$ cat src/rtl/adc_channel_averager_if.sv
// ADC response stream and averaged-result handshake, bundled between the
// averager and its producer/consumer.
interface adc_channel_averager_if;
  logic        response_valid;
  logic [4:0]  response_channel;
  logic [11:0] response_data;
  logic        avg_valid;
  logic        avg_ready;
  logic [4:0]  avg_channel;
  logic [11:0] avg_data;
  logic [11:0] avg_mv;

  modport master (
    output response_valid, response_channel, response_data, avg_ready,
    input  avg_valid, avg_channel, avg_data, avg_mv
  );

  modport slave (
    input  response_valid, response_channel, response_data, avg_ready,
    output avg_valid, avg_channel, avg_data, avg_mv
  );
endinterface

$ cat src/rtl/adc_channel_averager.sv
// Per-channel block averager for the ADC response stream.
// Stage 1 captures a finished block average; stage 2 is the ready/valid output
// register, which also converts the code to millivolts. Stage 1 never stalls:
// a result arriving while the output is held is dropped and flagged sticky.
module adc_channel_averager #(
  parameter int AVG_LOG2 = 3,
  parameter int NUM_CH   = 9
) (
  input  logic                   sys_clk,
  input  logic                   reset,
  input  logic                   clear,
  adc_channel_averager_if.slave  bus,
  output logic                   overflow
);
  localparam int            CW       = (AVG_LOG2 == 0) ? 1 : AVG_LOG2;
  localparam int            AW       = 12 + AVG_LOG2;
  // With AVG_LOG2=0 this is 0 and cnt never leaves 0, so every sample completes.
  localparam logic [CW-1:0] CNT_LAST = CW'((1 << AVG_LOG2) - 1);

  logic [AW-1:0] acc_q [NUM_CH];
  logic [AW-1:0] acc_d [NUM_CH];
  logic [CW-1:0] cnt_q [NUM_CH];
  logic [CW-1:0] cnt_d [NUM_CH];

  logic          s1_valid_q, s1_valid_d;
  logic [4:0]    s1_ch_q, s1_ch_d;
  logic [11:0]   s1_avg_q, s1_avg_d;

  logic          avg_valid_q, avg_valid_d;
  logic [4:0]    avg_channel_q, avg_channel_d;
  logic [11:0]   avg_data_q, avg_data_d;
  logic [11:0]   avg_mv_q, avg_mv_d;
  logic          overflow_q, overflow_d;

  logic          accept;
  logic [23:0]   mv_prod;

  assign accept = bus.response_valid && !clear && (bus.response_channel < 5'(NUM_CH));

  // Accumulate accepted samples per channel; hand a finished block to stage 1.
  always_comb begin
    acc_d      = acc_q;
    cnt_d      = cnt_q;
    s1_valid_d = 1'b0;
    s1_ch_d    = s1_ch_q;
    s1_avg_d   = s1_avg_q;
    for (int i = 0; i < NUM_CH; i++) begin
      if (clear) begin
        acc_d[i] = '0;
        cnt_d[i] = '0;
      end else if (accept && (bus.response_channel == 5'(i))) begin
        if (cnt_q[i] == CNT_LAST) begin
          s1_valid_d = 1'b1;
          s1_ch_d    = 5'(i);
          s1_avg_d   = 12'((acc_q[i] + AW'(bus.response_data)) >> AVG_LOG2);
          acc_d[i]   = '0;
          cnt_d[i]   = '0;
        end else begin
          acc_d[i] = acc_q[i] + AW'(bus.response_data);
          cnt_d[i] = cnt_q[i] + CW'(1);
        end
      end
    end
  end

  // Output register: load a stage-1 result when the slot is free, else drop it.
  always_comb begin
    avg_valid_d   = avg_valid_q;
    avg_channel_d = avg_channel_q;
    avg_data_d    = avg_data_q;
    avg_mv_d      = avg_mv_q;
    overflow_d    = overflow_q;
    mv_prod       = 24'(s1_avg_q) * 24'd2500;
    if (clear) begin
      overflow_d = 1'b0;
    end
    if (s1_valid_q && !clear) begin
      if (!avg_valid_q || bus.avg_ready) begin
        avg_valid_d   = 1'b1;
        avg_channel_d = s1_ch_q;
        avg_data_d    = s1_avg_q;
        avg_mv_d      = mv_prod[23:12];
      end else begin
        overflow_d = 1'b1;
      end
    end else if (avg_valid_q && bus.avg_ready) begin
      avg_valid_d = 1'b0;
    end
  end

  // State registers, all cleared by the asynchronous reset.
  always_ff @(posedge sys_clk or posedge reset) begin
    if (reset) begin
      for (int i = 0; i < NUM_CH; i++) begin
        acc_q[i] <= '0;
        cnt_q[i] <= '0;
      end
      s1_valid_q    <= 1'b0;
      s1_ch_q       <= '0;
      s1_avg_q      <= '0;
      avg_valid_q   <= 1'b0;
      avg_channel_q <= '0;
      avg_data_q    <= '0;
      avg_mv_q      <= '0;
      overflow_q    <= 1'b0;
    end else begin
      for (int i = 0; i < NUM_CH; i++) begin
        acc_q[i] <= acc_d[i];
        cnt_q[i] <= cnt_d[i];
      end
      s1_valid_q    <= s1_valid_d;
      s1_ch_q       <= s1_ch_d;
      s1_avg_q      <= s1_avg_d;
      avg_valid_q   <= avg_valid_d;
      avg_channel_q <= avg_channel_d;
      avg_data_q    <= avg_data_d;
      avg_mv_q      <= avg_mv_d;
      overflow_q    <= overflow_d;
    end
  end

  assign bus.avg_valid   = avg_valid_q;
  assign bus.avg_channel = avg_channel_q;
  assign bus.avg_data    = avg_data_q;
  assign bus.avg_mv      = avg_mv_q;
  assign overflow        = overflow_q;
endmodule
$ cat src/flat_wrapper.sv
// flat-port wrapper written by rule: the top's interface ports become plain ports
module adc_channel_averager_flat 
#(
  parameter int AVG_LOG2 = 3,
  parameter int NUM_CH   = 9
)
  (sys_clk, reset, clear, overflow, bus_response_valid, bus_response_channel, bus_response_data, bus_avg_ready, bus_avg_valid, bus_avg_channel, bus_avg_data, bus_avg_mv);
  adc_channel_averager_if bus_i ();
  input  logic sys_clk;
  input  logic reset;
  input  logic clear;
  output logic overflow;
  input wire logic [$bits(bus_i.response_valid)-1:0] bus_response_valid;
  input wire logic [$bits(bus_i.response_channel)-1:0] bus_response_channel;
  input wire logic [$bits(bus_i.response_data)-1:0] bus_response_data;
  input wire logic [$bits(bus_i.avg_ready)-1:0] bus_avg_ready;
  output wire logic [$bits(bus_i.avg_valid)-1:0] bus_avg_valid;
  output wire logic [$bits(bus_i.avg_channel)-1:0] bus_avg_channel;
  output wire logic [$bits(bus_i.avg_data)-1:0] bus_avg_data;
  output wire logic [$bits(bus_i.avg_mv)-1:0] bus_avg_mv;
  assign bus_i.response_valid = bus_response_valid;
  assign bus_i.response_channel = bus_response_channel;
  assign bus_i.response_data = bus_response_data;
  assign bus_i.avg_ready = bus_avg_ready;
  assign bus_avg_valid = bus_i.avg_valid;
  assign bus_avg_channel = bus_i.avg_channel;
  assign bus_avg_data = bus_i.avg_data;
  assign bus_avg_mv = bus_i.avg_mv;
  adc_channel_averager #(.AVG_LOG2(AVG_LOG2), .NUM_CH(NUM_CH)) u_core (.sys_clk(sys_clk), .reset(reset), .clear(clear), .bus(bus_i), .overflow(overflow));
endmodule
$ cat config.mk
export PLATFORM = sky130hd
export DESIGN_NAME = adc_channel_averager_flat
export DESIGN_NICKNAME = d
export VERILOG_FILES = /design/src/rtl/adc_channel_averager_if.sv /design/src/rtl/adc_channel_averager.sv /design/src/flat_wrapper.sv
export SDC_FILE = /design/constraint.sdc
export NUM_CORES = 1
export LEC_CHECK = 0
export CAP_MARGIN = 0
export CORE_MARGIN = 4
export CORE_UTILIZATION = 60
export CTS_CLUSTER_SIZE = 10
export DETAILED_ROUTE_END_ITERATION = 10
export PLACE_DENSITY = 0.78
export SETUP_SLACK_MARGIN = 0.4
export SYNTH_ARGS = -nofsm -noshare
export SYNTH_HDL_FRONTEND = slang
export SYNTH_SLANG_ARGS = --single-unit
$ cat constraint.sdc
create_clock -name sys_clk -period 9.4 [get_ports sys_clk]
set_clock_uncertainty 0.05 [all_clocks]
set_input_delay 1.88 -clock sys_clk [delete_from_list [all_inputs] [get_ports sys_clk]]
set_output_delay 1.88 -clock sys_clk [all_outputs]
set_load 0.1 [all_outputs]
==> run summary <==
Status: complete, no violations
Row count: 58
CTS Buf Count: 26
Final slew viol count: 0
Max-Cap Viols: 0
Synth Area in Adders: 18.7%
DRC errors left: 0
Root Buffer Master: clkbuf_16
CP Cell Sequence: clkdlybuf4s50_1, ha_1, fa_1, a211oi_1, o211ai_1, a41oi_1, nand2b_1, o32ai_1, a21oi_1, o211ai_1, a221oi_2, a221oi_2
CTS tree: yes
Top delay family on crit path: compound AO/OA/AOI/OAI gates
Switching power: 0.536 mW
FFs w/ async S/R, synth: 100%
Largest net degree at the start of global routing: 110
Sw Share: 26.4%
Max Freq: 0.190 GHz
Cts repair resizes: 0
Max FO, Critical Path: 9
Leakage: 8.37 nW
IO Count: 53
Period utilization: 56.1%
Ys Warns: 0
First-pass GRT wire length: 68800 um
Die W: 169 um
Main synth FF type: dfrtp_1
Post-CTS Setup Bufs: 0
Max VDD drop: 138 uV
Syn Nets: 1819
Synth Area in Compound Gates: 25.4%
RSZ-0062 raised after global routing: false
Die Ht: 169 um
DR vias: 12900
# nets final: 1872
Multiplexer share of the synthesized area: 1.08%
Cells after DPL: 1939
Sequential share of the synthesized area: 34.1%
Area fraction of the dominant cell type after synthesis: 34.1%
HPWL after DPL: 30900 um
Clock share of power: 44.7%
XOR/XNOR Fraction of Synth Area: 7.08%
Pint: 1.49 mW
Final Hold Vio Count: 0
Rel. slew slack: 15.6%
Pwr Density: 119 mW/mm^2
Area growth, synth to finish: 10.6%
Core area: 0.0253 mm^2
Routed wire length: 43400 um
Synth Instances: 1584
Gate power share: 10.0%
Simple-gate area share of the yosys netlist: 11.0%
Endpoints failing setup: 0
WP data arrival: 5660 ps
Buf/Inv on CP: 1
Hold crit path type: reg2reg
Cts-stage hold buffer count: 0
Largest family of logic cells by synthesized area: compound AO/OA/AOI/OAI gates
Reg power frac: 45.3%
Post-synth EDFFs: 0
Grt ovf: 0
Port bufs: 52
H-tree Lvls: 1
Remaining antenna violation count: 0
Pwr Total: 2.03 mW
Setup CP Type: in2reg
Die ar.: 0.0284 mm^2
Setup TNS: 0 ps
GRT Util Overall: 30.4%
Number of vias per cell: 6.54
Yosys reg bits: 211
Critical Path RT: 9790 ps
Antenna violations before repair: 0
Layout cell share with drive strength beyond 1: 6.38%
Final min period: 5270 ps
Initial DRC count: 1287
DRT Pass-1 Iters: 5
Worst setup SP type: input port
Synth Cell Area: 0.0155 mm^2
Worst Max-Slew Pin Slew: 1260 ps
Clk buf depth: 3
Ant. Diodes: 0
Yosys top cell by area: dfrtp_1
CP max-delay cell: clkdlybuf4s50_1
Post-Layout Cell Count: 1977
Worst-path clk slew: 60 ps
Unique masters post-synth: 80
Clk_lat worst skew: 550 ps
Avg Cell Area, Syn: 9.76 um^2
Clock sink count: 211
CP Capture Type: flop
Layout fillers: 1988
Number of global-route vias before repair: 12500
Slowest cell delay on critical path: 870 ps
Wirelength per Cell: 21.9 um
Synth top area cells: dfrtp_1 34%, ha_1 15%, a22o_1 6.0%
Starting Density: 61.2%
Placer Congestion: 0.972
==> synth_stat cells, drive strengths merged, types with 12 or more instances <==
cell type and instances:
inv 58, clkbuf 32, o31ai 15, xnor2 88, nand2b 12, and3 14, a21o 44, nor2 99
o21bai 16, xor2 37, o21a 12, a21oi 92, o21ai 144, mux2 14, a22oi 12, or3 15
dfrtp 211, ha 182, fa 31, o211ai 13, a22o 106, nand2 142, nor3 27, a211oi 21
nand3 24
==> registers in the layout (all words and copies together) (netlist names) <==
name                    count
u_core.acc_q              135
u_core.cnt_q               27
u_core.bus.avg_data        12
u_core.bus.avg_mv          12
u_core.s1_avg_q            12
u_core.bus.avg_channel      5
u_core.s1_ch_q              5
u_core.bus.avg_valid        1
u_core.overflow             1
u_core.s1_valid_q           1
==> layout by cell type, fill, tap and decap left out, drive strengths merged, types with 6 or more instances in the layout <==
cell           instances
inv                   58
xor2                  37
a21oi                 92
and2                   6
a22oi                 12
o21bai                16
a22o                 106
fa                    31
a221oi                11
a211oi                21
o211ai                13
clkbuf                35
ha                   182
nand2b                12
nor2b                  7
nor3                  27
o21ai                144
nor2                  99
clkdlybuf4s50         52
o31ai                 15
dfrtp                211
a21o                  44
nor4                   8
and3                  14
xnor2                 88
o221ai                 6
or3                   15
buf                   15
mux2                  14
nand3                 24
o21a                  12
nand2                142
==> power by group through the flow <==
stage | clock (mW) | combinational [mW] | sequential, mW
6_report | 0.907 | 0.202 | 0.919
5_1_grt | 0.960 | 0.221 | 0.919
4_1_cts | 0.918 | 0.200 | 0.919
3_5_place_dp | 0 | 0.198 | 0.935
3_3_place_gp | 0 | 0.193 | 0.935
2_1_floorplan | 0 | 0.126 | 0.933
==> tightest hold or removal path, stage by stage, from the launching register on <==
cell and delay (ps):
dfrtp_1 340, nand2_1 40, o21ai_0 60
==> cells by family after synthesis <==
group,Yosys count
flip-flops,211
multiplexers,15
adder cells (fa/ha/maj),213
AND/OR/NAND/NOR,369
XOR/XNOR,125
AO/OA/AOI/OAI,551
buffers and inverters,100
==> layout make-up <==
| cell class | count | area, um^2 | share of cell area [%] |
|---|---|---|---|
| Sequential cell | 211 | 5280 | 30.9 |
| Timing Repair Buffer | 67 | 633 | 3.70 |
| Clock inverter | 3 | 28.8 | 0.168 |
| Multi-Input combinational cell | 1273 | 9810 | 57.4 |
| Tap cell | 330 | 413 | 2.42 |
| Inverter | 58 | 225 | 1.32 |
| Clock buffer | 35 | 704 | 4.12 |
==> final timing paths <==
path | startpoint | endpoint | slack (ps) | depth (start not counted)
min | u_core.bus.avg_mv[5] | u_core.bus.avg_mv[5] | 420 | 2
min reg2reg | u_core.bus.avg_mv[5] | u_core.bus.avg_mv[5] | 420 | 2
max reg2reg | u_core.s1_avg_q[5] | u_core.bus.avg_mv[5] | 4290 | 17
min in group asynchronous | reset | u_core.bus.avg_data[3] | 1810 | 2
max in group asynchronous | reset | u_core.acc_q[62] | 6220 | 3
max | bus_response_data[0] | u_core.s1_avg_q[9] | 4130 | 12
==> metrics by stage <==
stage | util, % | setup WS [ps] | instance area [um^2] | hold WS [ps]
after global placement | 64.8 | 3760 | 16400 | 411
after detailed placement | 64.8 | 3670 | 16400 | 419
final | 67.7 | 4130 | 17100 | 425
after floorplan | - | 1700 | 15500 | 404
after global routing | 67.7 | 4010 | 17100 | 464
after CTS | 67.7 | 4220 | 17100 | 432
==> routing by layer <==
| metal | GRT usage, % | share of wire, % | wire, um | up-vias |
|---|---|---|---|---|
| li1 | - | - | - | 6016 |
| met3 | 5.04 | 8.0 | 3490 | 107 |
| met1 | 42.9 | 43 | 18700 | 6288 |
| met4 | 10.7 | 4.1 | 1800 | 0 |
| met2 | 47.9 | 45 | 19400 | 516 |
| met5 | 0 | 0 | 0 | - |
No activity file was read; power rests on OpenSTA's default activity.
==> variant: new RTL, config.mk and constraints unchanged <==
Reset style: synchronous (`reset`), changed in one clocked block. Comments in the files are not updated.
--- a/src/rtl/adc_channel_averager.sv
+++ b/src/rtl/adc_channel_averager.sv
@@ -91,3 +91,3 @@
   // State registers, all cleared by the asynchronous reset.
-  always_ff @(posedge sys_clk or posedge reset) begin
+  always_ff @(posedge sys_clk) begin
     if (reset) begin
Behaviour: no difference found for any inputs over 4 cycles, from zero or initial values and one cycle with reset high; that may be too few to reach the edited logic, so the function may still have changed.
==> variant against the original RTL <==
  * Utilization shrank 0.65 points
  * First-iteration DRC count rose by 7.1%
  * Area after synthesis barely moved
  * Setup slack got worse by 560 ps
  * Design area shrank 0.96%
  * Sequential cell count unchanged
  * Total power is 0.60% lower
  * Routed wire length rose by 3.3%
  * Count of clock-buffer cells in the layout rose by 4
  * Final cell count rose by 15%
  * Critical path type unchanged
  * Critical endpoint is now u_core.s1_avg_q[11]
  * Highest routed layer unchanged
==> variant: results (changes against the original RTL) <==
vias in the first global route: 13600 (+8.9%)
maximum vdd drop: 0.000153 V (+11%)
Nets: 2161 (+15%)
largest net degree at the start of global routing: 92 (-16%)
CP max FO: 10 (+1)
Met2 Wirelength: 20000 um (+3.0%)
share of cells above drive strength 1: 3.15% (-3.2 points)
CP delay by family, top: buffers and inverters
status: complete, no violations
number of multi-input logic gates: 1559 (+22%)
Via density: 6.43 (-1.7%)
Seq/Total Area, Yosys: 27.3% (-6.8 points)
cell-internal power: 1520 uW (+1.6%)
Async S/R FF share, synth: 0% (-100 points)
Final clock-cell share: 4.61% (+0.32 points)
met3 Use GR: 4.13% (-0.91 points)
fraction of area in non-clock buffers: 3.56% (-0.14 points)
wl on met1: 19200 um (+2.9%)
routed wl met3: 3620 um (+3.9%)
clk_buf instances: 39 (+11%)
WHS Endpoint: u_core.bus.avg_mv[7]
WP data arrival: 6180 ps (+520 ps)
Post-DP Area: 0.0161 mm^2 (-1.3%)
DIE AREA: 0.0284 mm^2 (about the same)
fillers: 2122 (+6.7%)
variant: cell types whose count changed after synthesis, moves of 24 or more:
cell / unedited run / this run
a21oi_1: 90 / 208
dfxtp_1: 0 / 211
o21a_1: 12 / 37
o21ai_0: 136 / 88
dfrtp_1: 211 / 0
a22o_1: 106 / 0
xnor2_1: 88 / 62
nor3_1: 25 / 66
a22oi_1: 12 / 67
nor2_1: 97 / 238
clkbuf_1: 32 / 62
nor2b_1: 7 / 31
variant: cell families after synthesis:
group                    after synthesis  share of synthesized area [%]
XOR/XNOR                              94                           5.33
AND/OR/NAND/NOR                      661                           20.3
AO/OA/AOI/OAI                        581                           23.9
multiplexers                          10                          0.648
adder cells (fa/ha/maj)              213                           18.8
flip-flops                           211                           27.3
buffers and inverters                144                           3.70
variant: worst register-to-register path: cells and delay by family, from the launching register on:
kind                       cells  cell delay, ps
AOI/OAI and AO/OA              5            1050
adders and majority gates      6            2330
buffers and inverters          2              80
DFF                            1             740
and+or+nand+nor                3             570
variant: worst max path at each step:
stage                     cells after the start  slack, ps                   to                 start
after floorplan                              11       4940  u_core.s1_avg_q[11]  bus_response_data[1]
after global placement                       12       3140  u_core.s1_avg_q[11]  bus_response_data[1]
after detailed placement                     12       3070  u_core.s1_avg_q[11]  bus_response_data[1]
after CTS                                    12       3620  u_core.s1_avg_q[11]  bus_response_data[1]
after global routing                         12       3410  u_core.s1_avg_q[11]  bus_response_data[1]
final                                        12       3570  u_core.s1_avg_q[11]  bus_response_data[1]
variant: power by group through the flow:
| stage | clock, uW | sequential (uW) | combinational (uW) |
|---|---|---|---|
| after global routing | 1000 | 897 | 171 |
| final | 960 | 897 | 160 |
| after detailed placement | 0 | 917 | 155 |
| after floorplan | 0 | 916 | 97.1 |
| after global placement | 0 | 917 | 152 |
| after CTS | 969 | 897 | 156 |
